[src/rtl/user_fifos_pkg.sv]
// Shared defaults and helpers for the user-side request FIFOs.
package user_fifos_pkg;

  localparam int UF_ADDR_WIDTH = 15;
  localparam int UF_DATA_WIDTH = 32;
  localparam int UF_OWNER_W    = 2;
  localparam int UF_DEPTH_LOG2 = 2;

  // RAF entry layout is {block, owner, addr}.
  function automatic int raf_width(input int addr_w);
    return 1 + UF_OWNER_W + addr_w;
  endfunction

endpackage

[src/rtl/ufifo_sync.sv]
// Synchronous first-word-fall-through FIFO with an asynchronous active-low reset.
// dout_o always shows the entry at the head pointer.
module ufifo_sync #(
  parameter int WIDTH      = 8,
  parameter int DEPTH_LOG2 = 2
) (
  input  logic             clock_i,
  input  logic             reset_i,
  input  logic             push_i,
  input  logic             pop_i,
  input  logic [WIDTH-1:0] din_i,
  output logic [WIDTH-1:0] dout_o,
  output logic             empty_n_o,
  output logic             full_o
);

  localparam int DEPTH = 1 << DEPTH_LOG2;
  localparam logic [DEPTH_LOG2:0] CNT_FULL = {1'b1, {DEPTH_LOG2{1'b0}}};

  logic [DEPTH-1:0][WIDTH-1:0] mem_q;
  logic [DEPTH_LOG2-1:0]       head_q, tail_q;
  logic [DEPTH_LOG2:0]         cnt_q, cnt_d;
  logic                        do_push, do_pop;

  assign full_o    = (cnt_q == CNT_FULL);
  assign empty_n_o = (cnt_q != '0);
  assign dout_o    = mem_q[head_q];

  // A push into a full FIFO and a pop from an empty one are both ignored.
  assign do_push = push_i & ~full_o;
  assign do_pop  = pop_i & empty_n_o;

  // Occupancy next-state: push and pop together leave the count unchanged.
  always_comb begin
    cnt_d = cnt_q;
    if (do_push && !do_pop)      cnt_d = cnt_q + 1'b1;
    else if (do_pop && !do_push) cnt_d = cnt_q - 1'b1;
  end

  // Storage, pointers and count; pointers wrap naturally at DEPTH.
  always_ff @(posedge clock_i or negedge reset_i) begin
    if (!reset_i) begin
      mem_q  <= '0;
      head_q <= '0;
      tail_q <= '0;
      cnt_q  <= '0;
    end else begin
      if (do_push) begin
        mem_q[tail_q] <= din_i;
        tail_q        <= tail_q + 1'b1;
      end
      if (do_pop) head_q <= head_q + 1'b1;
      cnt_q <= cnt_d;
    end
  end

endmodule

[src/rtl/user_fifos.sv]
// User-side request buffering for the DDR command sequencer: a read-address
// FIFO plus write-address and write-data FIFOs pushed in lock-step.
module user_fifos
  import user_fifos_pkg::*;
#(
  parameter int ADDR_WIDTH  = UF_ADDR_WIDTH,
  parameter int DATA_WIDTH  = UF_DATA_WIDTH,
  parameter int BYTES_WIDTH = DATA_WIDTH / 8,
  parameter int DEPTH_LOG2  = UF_DEPTH_LOG2
) (
  input  logic                   clock_i,
  input  logic                   reset_i,
  // read request side
  input  logic                   rd_req_i,
  input  logic                   rd_block_i,
  output logic                   rd_busy_o,
  input  logic [UF_OWNER_W-1:0]  rd_owner_i,
  input  logic [ADDR_WIDTH-1:0]  rd_addr_i,
  // write request side
  input  logic                   wr_req_i,
  output logic                   wr_busy_o,
  input  logic [ADDR_WIDTH-1:0]  wr_addr_i,
  input  logic [BYTES_WIDTH-1:0] wr_bytes_i,
  input  logic [DATA_WIDTH-1:0]  wr_data_i,
  // sequencer side
  input  logic                   raf_read_i,
  output logic                   raf_block_o,
  output logic                   raf_empty_no,
  output logic [UF_OWNER_W-1:0]  raf_owner_o,
  output logic [ADDR_WIDTH-1:0]  raf_addr_o,
  input  logic                   waf_read_i,
  output logic                   waf_empty_no,
  output logic [ADDR_WIDTH-1:0]  waf_addr_o,
  input  logic                   wdf_read_i,
  output logic [BYTES_WIDTH-1:0] wdf_bytes_o,
  output logic [DATA_WIDTH-1:0]  wdf_data_o
);

  localparam int RAF_W = raf_width(ADDR_WIDTH);
  localparam int WDF_W = BYTES_WIDTH + DATA_WIDTH;

  logic             waf_full, wdf_full, wr_push;
  logic             wdf_empty_n;
  logic [RAF_W-1:0] raf_dout;
  logic [WDF_W-1:0] wdf_dout;

  assign wr_busy_o = waf_full | wdf_full;
  // Both write FIFOs take the entry or neither does, keeping them aligned.
  assign wr_push   = wr_req_i & ~wr_busy_o;

  ufifo_sync #(.WIDTH(RAF_W), .DEPTH_LOG2(DEPTH_LOG2)) u_raf (
    .clock_i   (clock_i),
    .reset_i   (reset_i),
    .push_i    (rd_req_i),
    .pop_i     (raf_read_i),
    .din_i     ({rd_block_i, rd_owner_i, rd_addr_i}),
    .dout_o    (raf_dout),
    .empty_n_o (raf_empty_no),
    .full_o    (rd_busy_o)
  );

  assign {raf_block_o, raf_owner_o, raf_addr_o} = raf_dout;

  ufifo_sync #(.WIDTH(ADDR_WIDTH), .DEPTH_LOG2(DEPTH_LOG2)) u_waf (
    .clock_i   (clock_i),
    .reset_i   (reset_i),
    .push_i    (wr_push),
    .pop_i     (waf_read_i),
    .din_i     (wr_addr_i),
    .dout_o    (waf_addr_o),
    .empty_n_o (waf_empty_no),
    .full_o    (waf_full)
  );

  // WDF occupancy is not exported; the sequencer tracks it via the WAF.
  ufifo_sync #(.WIDTH(WDF_W), .DEPTH_LOG2(DEPTH_LOG2)) u_wdf (
    .clock_i   (clock_i),
    .reset_i   (reset_i),
    .push_i    (wr_push),
    .pop_i     (wdf_read_i),
    .din_i     ({wr_bytes_i, wr_data_i}),
    .dout_o    (wdf_dout),
    .empty_n_o (wdf_empty_n),
    .full_o    (wdf_full)
  );

  assign {wdf_bytes_o, wdf_data_o} = wdf_dout;

endmodule

[config.mk]
export PLATFORM = sky130hd
export DESIGN_NAME = user_fifos
export DESIGN_NICKNAME = d
export VERILOG_FILES = /design/src/rtl/user_fifos_pkg.sv /design/src/rtl/ufifo_sync.sv /design/src/rtl/user_fifos.sv
export SDC_FILE = /design/constraint.sdc
export NUM_CORES = 1
export LEC_CHECK = 0
export ABC_AREA = 1
export BUFFER_PORTS_ARGS = -buffer_cell sky130_fd_sc_hd__buf_2
export CAP_MARGIN = 30
export CORE_ASPECT_RATIO = 1.4
export CORE_MARGIN = 10
export CORE_UTILIZATION = 40
export CTS_CLUSTER_DIAMETER = 80
export DETAILED_ROUTE_END_ITERATION = 8
export GPL_TIMING_DRIVEN = 0
export PLACE_DENSITY_LB_ADDON = 0.3
export SYNTH_ARGS = -nofsm -noshare
export SYNTH_HDL_FRONTEND = slang
export SYNTH_SLANG_ARGS = --single-unit
[constraint.sdc]
create_clock -name clock_i -period 2.3 [get_ports clock_i]
set_clock_uncertainty 0.05 [all_clocks]
set_input_delay 0.345 -clock clock_i [delete_from_list [all_inputs] [get_ports clock_i]]
set_output_delay 0.345 -clock clock_i [all_outputs]
set_load 0.01 [all_outputs]
## Word level (Yosys, flattened, before mapping)

Index checks and enable logic that the tools add are counted.

| storage, ports and cells | value |
|---|---|
| register bits | 297 |
| output and inout bits | 73 |

| operators by class | value |
|---|---|
| add/subtract/negate cells | 12 |
| order comparisons | 9 |
| eq/ne operators | 3 |
| muxes and demuxes | 21 |
| bitwise gates (word level) | 12 |
| reduce and logical (&&, ||, !) cells | 21 |

Operators by type and width:

| kind | number |
|---|---|
| 144-bit bitwise mux | 1 |
| 36-bit binary-select mux with 2-bit select | 1 |
| 72-bit bitwise mux | 1 |
| 36-bit demux with 2-bit select | 1 |
| 36-bit 2-to-1 mux | 2 |
| 60-bit bitwise mux | 1 |
| 18-bit binary-select mux with 2-bit select | 1 |
| 18-bit demux with 2-bit select | 1 |
| 18-bit 2-to-1 mux | 2 |
| 15-bit binary-select mux with 2-bit select | 1 |
| 15-bit demux with 2-bit select | 1 |
| 15-bit 2-to-1 mux | 2 |
| 2-bit by 3-bit < comparator with 1-bit output, second input constant | 6 |
| 3-bit 2-to-1 mux | 6 |
| 2-bit by 1-bit adder with 2-bit output, second input constant | 6 |
| 3-bit by 1-bit adder with 3-bit output, second input constant | 3 |
| 3-bit == test, second input constant | 3 |
| 1-bit logical AND | 9 |
| 3-bit nonzero test | 3 |
| 3-bit by 1-bit subtractor with 3-bit output, second input constant | 3 |
| 1-bit AND | 7 |
| 2-bit by 1-bit greater-or-equal comparator with 1-bit output, second input constant | 3 |
| 1-bit zero test | 6 |
| 2-bit nonzero test | 3 |
| other kinds (2) | 5 |

## Longest topological paths before layout

Gate-level depths: netlist of run 1.

| depth | value |
|---|---|
| depth in word-level cells | 9 |
| depth in mapped cells | 13 |

## By module

From an unflattened synthesis of run 1, not the netlist that was laid out.

| unflattened totals | value |
|---|---|
| cells, all modules | 1,854 |
| area, all modules | 14,986.9 um^2 |

Modules (own cells, without submodules):

| module | times used | cells each | area each (um^2) |
|---|---|---|---|
| ufifo_sync (u_wdf) | 1 | 933 | 7,581.0 |
| ufifo_sync (u_raf) | 1 | 493 | 3,992.6 |
| ufifo_sync (u_waf) | 1 | 423 | 3,389.5 |
| user_fifos | 1 | 5 | 23.8 |

## Worst setup path after synthesis of run 1

Ideal clock, no wire load.

| path | value |
|---|---|
| path type | flip-flop to flip-flop |
| start point | register u_waf.cnt_q[0] |
| end point | register u_wdf.cnt_q[2] |
| library setup time | 0.123 ns |
| arrival time | 1.960 ns |
| setup slack | 0.168 ns |
| cell stages (with the launch flop) | 13 |
| path buffers | 2 |
| period minus slack after synthesis | 2.132 ns |
| cell sequence | dfrtp_1 -> inv_1 -> nand3_4 -> nand2_2 -> nor2_2 -> buf_4 -> buf_2 -> ha_1 -> inv_1 -> fa_1 -> nand2_1 -> nand3_1 -> xor2_1 |

| on the way | value |
|---|---|
| word-level cells in the longest chain between the ends | 8 |

RTL lines:

| element | RTL line | source |
|---|---|---|
| from (decl) | ufifo_sync.sv:22 | `logic [DEPTH_LOG2:0] cnt_q, cnt_d;` |
| from (signal assigned) | ufifo_sync.sv:53 | `cnt_q <= cnt_d;` |
| 3-bit == test (*) | ufifo_sync.sv:25 | `assign full_o = (cnt_q == CNT_FULL);` |
| 1-bit OR (*) | user_fifos.sv:47 | `assign wr_busy_o = waf_full \| wdf_full;` |
| net wr_busy_o | user_fifos.sv:21 | `output logic wr_busy_o,` |
| 1-bit inverter (*) | user_fifos.sv:49 | `assign wr_push = wr_req_i & ~wr_busy_o;` |
| 1-bit AND (*) | user_fifos.sv:49 |  |
| 1-bit AND (*) | ufifo_sync.sv:30 | `assign do_push = push_i & ~full_o;` |
| net u_wdf.do_push | ufifo_sync.sv:23 | `logic do_push, do_pop;` |
| 1-bit zero test | ufifo_sync.sv:37 | `else if (do_pop && !do_push) cnt_d = cnt_q - 1'b1;` |
| 1-bit logical AND | ufifo_sync.sv:37 |  |
| 2-bit nonzero test (no line) | n/a |  |
| to (signal assigned) | ufifo_sync.sv:53 |  |
| to (decl) | ufifo_sync.sv:22 |  |

The timed path passes the listed nets; every way through them passes the cells marked *.
A chain may end at the register's enable or synchronous reset.

## Worst setup path in the final report of run 1

| path | value |
|---|---|
| start point | register u_wdf.head_q[0] |
| end point | output wdf_bytes_o[1] |

| on the way | value |
|---|---|
| word-level cells in the longest chain between the ends | 2 |

RTL lines:

| element | RTL line | source |
|---|---|---|
| from (decl) | ufifo_sync.sv:21 | `logic [DEPTH_LOG2-1:0] head_q, tail_q;` |
| from (signal assigned) | ufifo_sync.sv:52 | `if (do_pop) head_q <= head_q + 1'b1;` |
| 36-bit binary-select mux with 2-bit select | ufifo_sync.sv:27 | `assign dout_o = mem_q[head_q];` |
| 36-bit 2-to-1 mux (not written as such) | ufifo_sync.sv:27 |  |
| to (decl) | user_fifos.sv:35 | `output logic [BYTES_WIDTH-1:0] wdf_bytes_o,` |

No other way between the ends. The select of a mux whose other input is x is not followed.

==> results.tsv, run 1 <==
stage	metric	value	unit
timing	final_hold_viol_count	0	
routing	drtIter0Drc	1342	
cts	clk_pin_slew	60	ps
synthesis	async_reset_ff_share	100	%
floorplanning	num_rows	80	
critical_path	cp.arrival	1900	ps
critical_path	crit_path_max_fanout	10	
synthesis	synth_top_area_share	53.5	%
cts	clock_latency	580	ps
cts	clkSinkCount	297	
timing	setup_viol_count_final	0	
global_routing	grt_pass1_vias	13600	
critical_path	startpoint_type	flop	
pwr	vdd_drop_max	0.814	mV
timing	fin_crit	2290	ps
synthesis	synth_cell_type_count	26	
floorplanning	dieArea	42700	µm²
synthesis	ys.flop_type	dfrtp_1	
pwr	leakage	9.01	nW
timing	slew_headroom	55.0	%
synthesis	synthTopCellsByArea	dfrtp_1 54%, nand2_1 15%, nand3_1 7.7%	
critical_path	cp-startpoint	u_wdf.head_q[0]	
synthesis	yosysWarnings	0	
synthesis	yosys.area.top_type	dfrtp_1	
placed_design	dpl.hpwl	31000	µm
routing	vias_per_cell	5.44	
timing	holdWs	25.6	ps
synthesis	synth_cells	1709	
finish	syn2layout_area_growth	29.2	%
cts	cts_buffer_depth	3	
global_routing	overflow	0	
cts	cts_made_buffers	31	
global_routing	grt_antenna_before_repair	1	
critical_path	criticalPathCategory	reg -> out	
cts	cts_root_buf	clkbuf_16	
synthesis	synth_edf_count	0	
synthesis	syn_area_per_cell	8.12	µm²
routing	wl	47400	µm
placed_design	place_inst	2309	
routing	ant_nets	0	
floorplanning	die_y	240	µm
cts	tritoncts	done	
cts	cts_max_level	1	
hold_path	hp-start	waf_read_i	
synthesis	ys_ff_latch	297	
floorplanning	start_util	40.5	%
routing	drc	0	
timing	fin_ws	5.85	ps
run	cap_violations	0	
critical_path	r2r_start	u_wdf.tail_q[1]	
finish	drive_gt1_share	18.5	%
finish	nNetsFinal	2073	
timing	max_freq	436	MHz
global_routing	grt_max_degree	115	
finish	instances_no_fill	2453	
placed_design	gp_congestion	0.868	
routing	wl_per_cell	19.3	µm
routing	drt-pass1-iter-count	6	
synthesis	ys_seq_area_share	53.5	%
placed_design	pre_cts_ws	-330	ps
floorplanning	core	34200	µm²
timing	period_share	99.7	%
global_routing	gr-usage-all-layers	21.8	%
timing	rsz0062_at_grt	true	
critical_path	worstPathRequired	1900	ps
synthesis	ys_top_cells_by_count	569 x nand2_1, 297 x dfrtp_1, 213 x nand3_1, 213 x o21ai_0, 142 x nor2_1	
timing	maxSlewViolCount	0	
floorplanning	die_w	177	µm
synthesis	synth.most_common_cell	nand2_1	
hold_path	hold_path.class	in -> reg	
floorplanning	num_io_pins	149	
global_routing	grt_pass1_wl	74700	µm
placed_design	numPortBuffers	147	
critical_path	endpoint_kind	output port	
routing	met2_length	24100	µm
routing	wl_met1	18600	µm
routing	wl_met3	2960	µm
synthesis	syn_nets	1803	
synthesis	syn-cell-area	13900	µm²
routing	num_vias	13300	
pwr	power.density	1600	nW/µm²
routing	top_layer_used	met4	
timing	worst-slew-pin-transition	675	ps
outcome	outcome	complete, no violations	
==> metal layers <==
| metal | global-route usage [%] | up-vias |
|---|---|---|
| met2 | 37.9 | 539 |
| li1 | - | 6198 |
| met4 | 9.04 | 0 |
| met1 | 26.4 | 6481 |
| met5 | 0 | - |
| met3 | 2.98 | 127 |
==> power breakdown <==
part / total, mW / switching (mW) / internal, mW
clock: 5.11 / 2.17 / 2.94
combinational: 14.4 / 8.98 / 5.46
sequential: 9.10 / 1.45 / 7.65
==> flip-flops by register name (all words and copies together), names as in the netlist <==
register and cells:
u_wdf.mem_q 144, u_raf.mem_q 72, u_waf.mem_q 60, u_raf.cnt_q 3, u_waf.cnt_q 3, u_wdf.cnt_q 3, u_raf.head_q 2, u_raf.tail_q 2
u_waf.head_q 2, u_waf.tail_q 2, u_wdf.head_q 2, u_wdf.tail_q 2
==> what timing repair did <==
action | CTS | global route
cloned | 7 | 2
setup endpoints to repair | 161 | 110
pin swaps | 12 | 20
endpoints found under the hold margin | 340 | 0
buffers inserted | 10 | 5
resized for setup | 164 | 112
hold buffers | 70 | 0
==> stage by stage <==
stage	instance area (µm²)	TNS [ps]	util, %	power [mW]
6_report	17900	0	52.4	28.7
4_1_cts	17700	-207	51.6	28.0
3_5_place_dp	15200	-11980	44.5	21.2
5_1_grt	17900	-124	52.4	30.6
2_1_floorplan	13900	0	-	16.4
3_3_place_gp	15200	-1483940	44.3	20.9
==> cells in the final DEF, fill, tap and decap left out, types with 3 or more instances in the layout <==
master,count
clkbuf_8,14
buf_8,3
clkinv_1,4
o21ai_2,12
clkbuf_4,5
clkinvlp_4,3
buf_12,4
nand3_1,212
ha_1,15
clkbuf_16,41
o22ai_1,54
xnor2_1,3
dfrtp_2,6
dfrtp_1,291
buf_6,20
nor2_4,8
clkinv_2,3
clkbuf_2,5
o21ai_1,40
nand2_1,569
buf_4,16
nor2_2,25
o22ai_4,4
nand4_1,7
clkbuf_1,49
o22ai_2,11
dlygate4sd3_1,70
o21ai_0,160
fa_1,3
nor2_1,115
inv_1,23
buf_2,168
xor2_1,12
==> cell families after synthesis <==
group | share of synthesized area (%)
compound gates | 10.9
xor+xnor | 0.946
fa+ha+maj | 1.78
buf+inv | 4.98
flops | 53.5
simple gates | 27.9
==> critical path: stages (launching register included) <==
cell	delay, ps
dfrtp_2	440
bufbuf_16	290
clkbuf_16	180
nor2_2	130
o22ai_2	100
buf_2	160
==> final timing paths <==
kind | to | depth (start not counted) | slack, ps
max reg2reg | u_wdf.mem_q[62] | 8 | 80
max | wdf_bytes_o[1] | 5 | 6
min | u_waf.head_q[1] | 3 | 30
min in group asynchronous | u_wdf.mem_q[21] | 2 | 290
max in group asynchronous | u_raf.mem_q[4] | 4 | 380
min reg2reg | u_wdf.mem_q[85] | 2 | 420
==> cell type report <==
class / count / area [µm²]
clock buffer: 45 / 908
timing repair buffer: 241 / 1720
tap: 451 / 564
fill: 3264 / 16300
sequential: 297 / 7440
inverter: 33 / 165
multi-input combinational: 1259 / 6070
antenna: 2 / 5.00
timing repair inverter: 2 / 15.0
clock inverter: 9 / 106
buffer: 114 / 940
No activity file was read; power rests on OpenSTA's default activity.
==> inputs of run 2 (changes only) <==
--- a/constraint.sdc
+++ b/constraint.sdc
@@ -4,2 +4,2 @@
 set_output_delay 0.345 -clock clock_i [all_outputs]
-set_load 0.01 [all_outputs]
+set_load 0.1 [all_outputs]
==> run 2 against run 1 <==
The run now ends with negative setup slack left. Die area unchanged. Critical endpoint is now wdf_data_o[22]. Routed wire length up 6.1%. Fmax down 3.9%.
==> results.tsv, run 2 (synthesized netlist as in run 1, its figures left out) <==
stage	metric	value	unit	change
outcome	outcome	finished, violations left		
placed_design	numPortBuffers	147		unchanged
placed_design	gp_congestion	0.850		-2.1%
timing	max_freq	419	MHz	-3.9%
finish	layout_commonest_cell	nand2_1		
routing	ant_nets	0		unchanged
critical_path	crit_end	wdf_data_o[22]		
floorplanning	dieArea	42700	µm²	unchanged
timing	setup_viol_count_final	27		+27
finish	largest_register_ffs	144		unchanged
critical_path	rrSetupSlack	120	ps	+40 ps
timing	period_share	104	%	+4.0 points
critical_path	path_buf_inv	3		unchanged
cts	cts_made_buffers	31		unchanged
finish	final_area	20000	µm²	+11%
placed_design	dpl.hpwl	31000	µm	+0.26%
critical_path	r2r-end	u_wdf.mem_q[118]		
critical_path	crit_family	buffers and inverters		
finish	drive_gt1_share	24.1	%	+5.6 points
critical_path	r2r_start	u_wdf.tail_q[0]		
critical_path	cp-startpoint	u_wdf.head_q[1]		
global_routing	grt_pass1_wl	78000	µm	+4.5%
floorplanning	num_io_pins	149		unchanged
timing	slew_headroom	53.7	%	-1.4 points
routing	drc	0		unchanged
critical_path	criticalPathCategory	reg -> out		
cts	cts_root_buf	clkbuf_16		
critical_path	ff2ff_path_depth	5		-3
finish	nNetsFinal	2102		+1.4%
global_routing	grt_antenna_before_repair	2		+1
critical_path	crit_path_max_fanout	10		unchanged
cts	clk_pin_slew	60	ps	about the same
placed_design	pre_cts_ws	-575	ps	-245 ps
cts	clock_latency	590	ps	about the same
outcome	violations	negative setup slack		
routing	num_vias	13800		+3.3%
finish	final_cell_mix	569 x nand2_1, 292 x dfrtp_1, 211 x nand3_1		
critical_path	crit_cells	5		unchanged
timing	maxSlewViolCount	0		unchanged
hold_path	hold_path.class	in -> reg		
routing	vias_per_cell	5.55		+2.0%
global_routing	grt_pass1_vias	14200		+4.2%
floorplanning	start_util	40.5	%	unchanged
global_routing	overflow	0		unchanged
critical_path	startpoint_type	flop		
critical_path	endpoint_kind	output port		
finish	regMostFlops	u_wdf.mem_q		
critical_path	cp.arrival	1990	ps	+90 ps
routing	drtIter0Drc	1239		-7.7%
cts	cts_buffer_depth	3		unchanged
critical_path	slowest_delay	500	ps	+60 ps
routing	wl	50300	µm	+6.1%
timing	fin_crit	2390	ps	+93.1 ps
cts	clkSinkCount	297		unchanged
floorplanning	num_rows	80		unchanged
cts	cts_max_level	1		unchanged
floorplanning	core	34200	µm²	unchanged
critical_path	worstPathRequired	1900	ps	about the same
timing	worst-slew-pin-transition	695	ps	+20.4 ps
finish	fillers	2921		-11%
floorplanning	die_y	240	µm	unchanged
placed_design	post_dp_cell_area	15700	µm²	+3.0%
routing	drt-pass1-iter-count	5		-1
finish	reg_top3	u_wdf.mem_q: 144 flops, u_raf.mem_q: 72 flops, u_waf.mem_q: 60 flops		
finish	syn2layout_area_growth	43.8	%	
floorplanning	die_w	177	µm	unchanged
timing	final_hold_viol_count	0		unchanged
timing	fin_ws	-87.2	ps	-93.1 ps
critical_path	cp_cell_sequence	buf_6, clkbuf_8, o21ai_0, o22ai_2, buf_12		
routing	wl_per_cell	20.2	µm	+4.8%
global_routing	grt_max_degree	118		+2.6%
global_routing	gr-usage-all-layers	22.8	%	+1.1 points
timing	rsz0062_at_grt	true		
run	cap_violations	0		unchanged
critical_path	slowest_stage	dfrtp_2		
cts	tritoncts	done		
[run 2: cell count changes in the layout (fill, tap and decap cells not counted), sizes merged]
cell	change
buf	+20
bufbuf	-1
bufinv	+1
clkbuf	+6
clkinv	+5
dlygate4sd3	+2
inv	-1
[run 2: routing by layer]
metal | wire [µm] | track usage, % | up-vias
li1 | - | - | 6238
met1 | 19400 | 27.4 | 6787
met2 | 25600 | 39.5 | 634
met3 | 3490 | 3.69 | 133
met4 | 1830 | 9.85 | 0
met5 | 0 | 0 | -
[run 2: final cells by class]
cell class | count | area, µm² | share of cell area, %
Buffer | 112 | 982 | 4.92
Timing Repair inverter | 2 | 20.0 | 0.100
Clock buffer | 43 | 891 | 4.46
Timing Repair Buffer | 272 | 3040 | 15.2
Sequential cell | 297 | 7440 | 37.3
Clock inverter | 14 | 168 | 0.840
Multi-Input combinational cell | 1259 | 6700 | 33.6
Inverter | 33 | 156 | 0.783
Antenna cell | 2 | 5.00 | 0.0251
Tap cell | 451 | 564 | 2.83
[run 2: worst min path at each step]
stage / start / end / slack (ps) / depth (start not counted)
5_1_grt: raf_read_i / u_raf.head_q[1] / 40 / 3
2_1_floorplan: reset_i / u_raf.cnt_q[0] / -0.6 / 0
4_1_cts: raf_read_i / u_raf.head_q[1] / 20 / 3
6_report: raf_read_i / u_raf.head_q[1] / 40 / 3
3_3_place_gp: u_wdf.mem_q[43] / u_wdf.mem_q[43] / 410 / 2
3_5_place_dp: reset_i / u_wdf.mem_q[125] / 350 / 1
[run 2: through the flow]
step / cells / util (%) / hold WS (ps) / setup TNS (ps)
floorplan: 1709 / - / -0.591 / 0
global placement: 2307 / 45.7 / 406 / -1486720
detailed placement: 2309 / 45.9 / 348 / -28170
CTS: 2469 / 56.9 / 22.6 / -2220
global route: 2485 / 58.3 / 37.9 / -2790
finish: 2485 / 58.3 / 37.7 / -1430
[run 2: timing repair]
item                                    4_1_cts  5_1_grt
resized for setup                           503      113
pin swaps                                    39       36
setup buffers                                25       17
gates cloned                                  9        4
endpoints found under the hold margin       347        0
endpoints found under the setup margin      162      159
hold buffers                                 72        0
[run 2: worst reg2reg max path, cell delays in order, from the launching register on]
cell	delay, ps
dfrtp_1	380
ha_1	530
nand4_2	440
clkbuf_1	430
nand2_1	160
nand2_1	60
Power of run 2 is left out: the tool's default activity adds up to more than one toggle a clock period on the data nets, which glitch-free logic cannot reach.
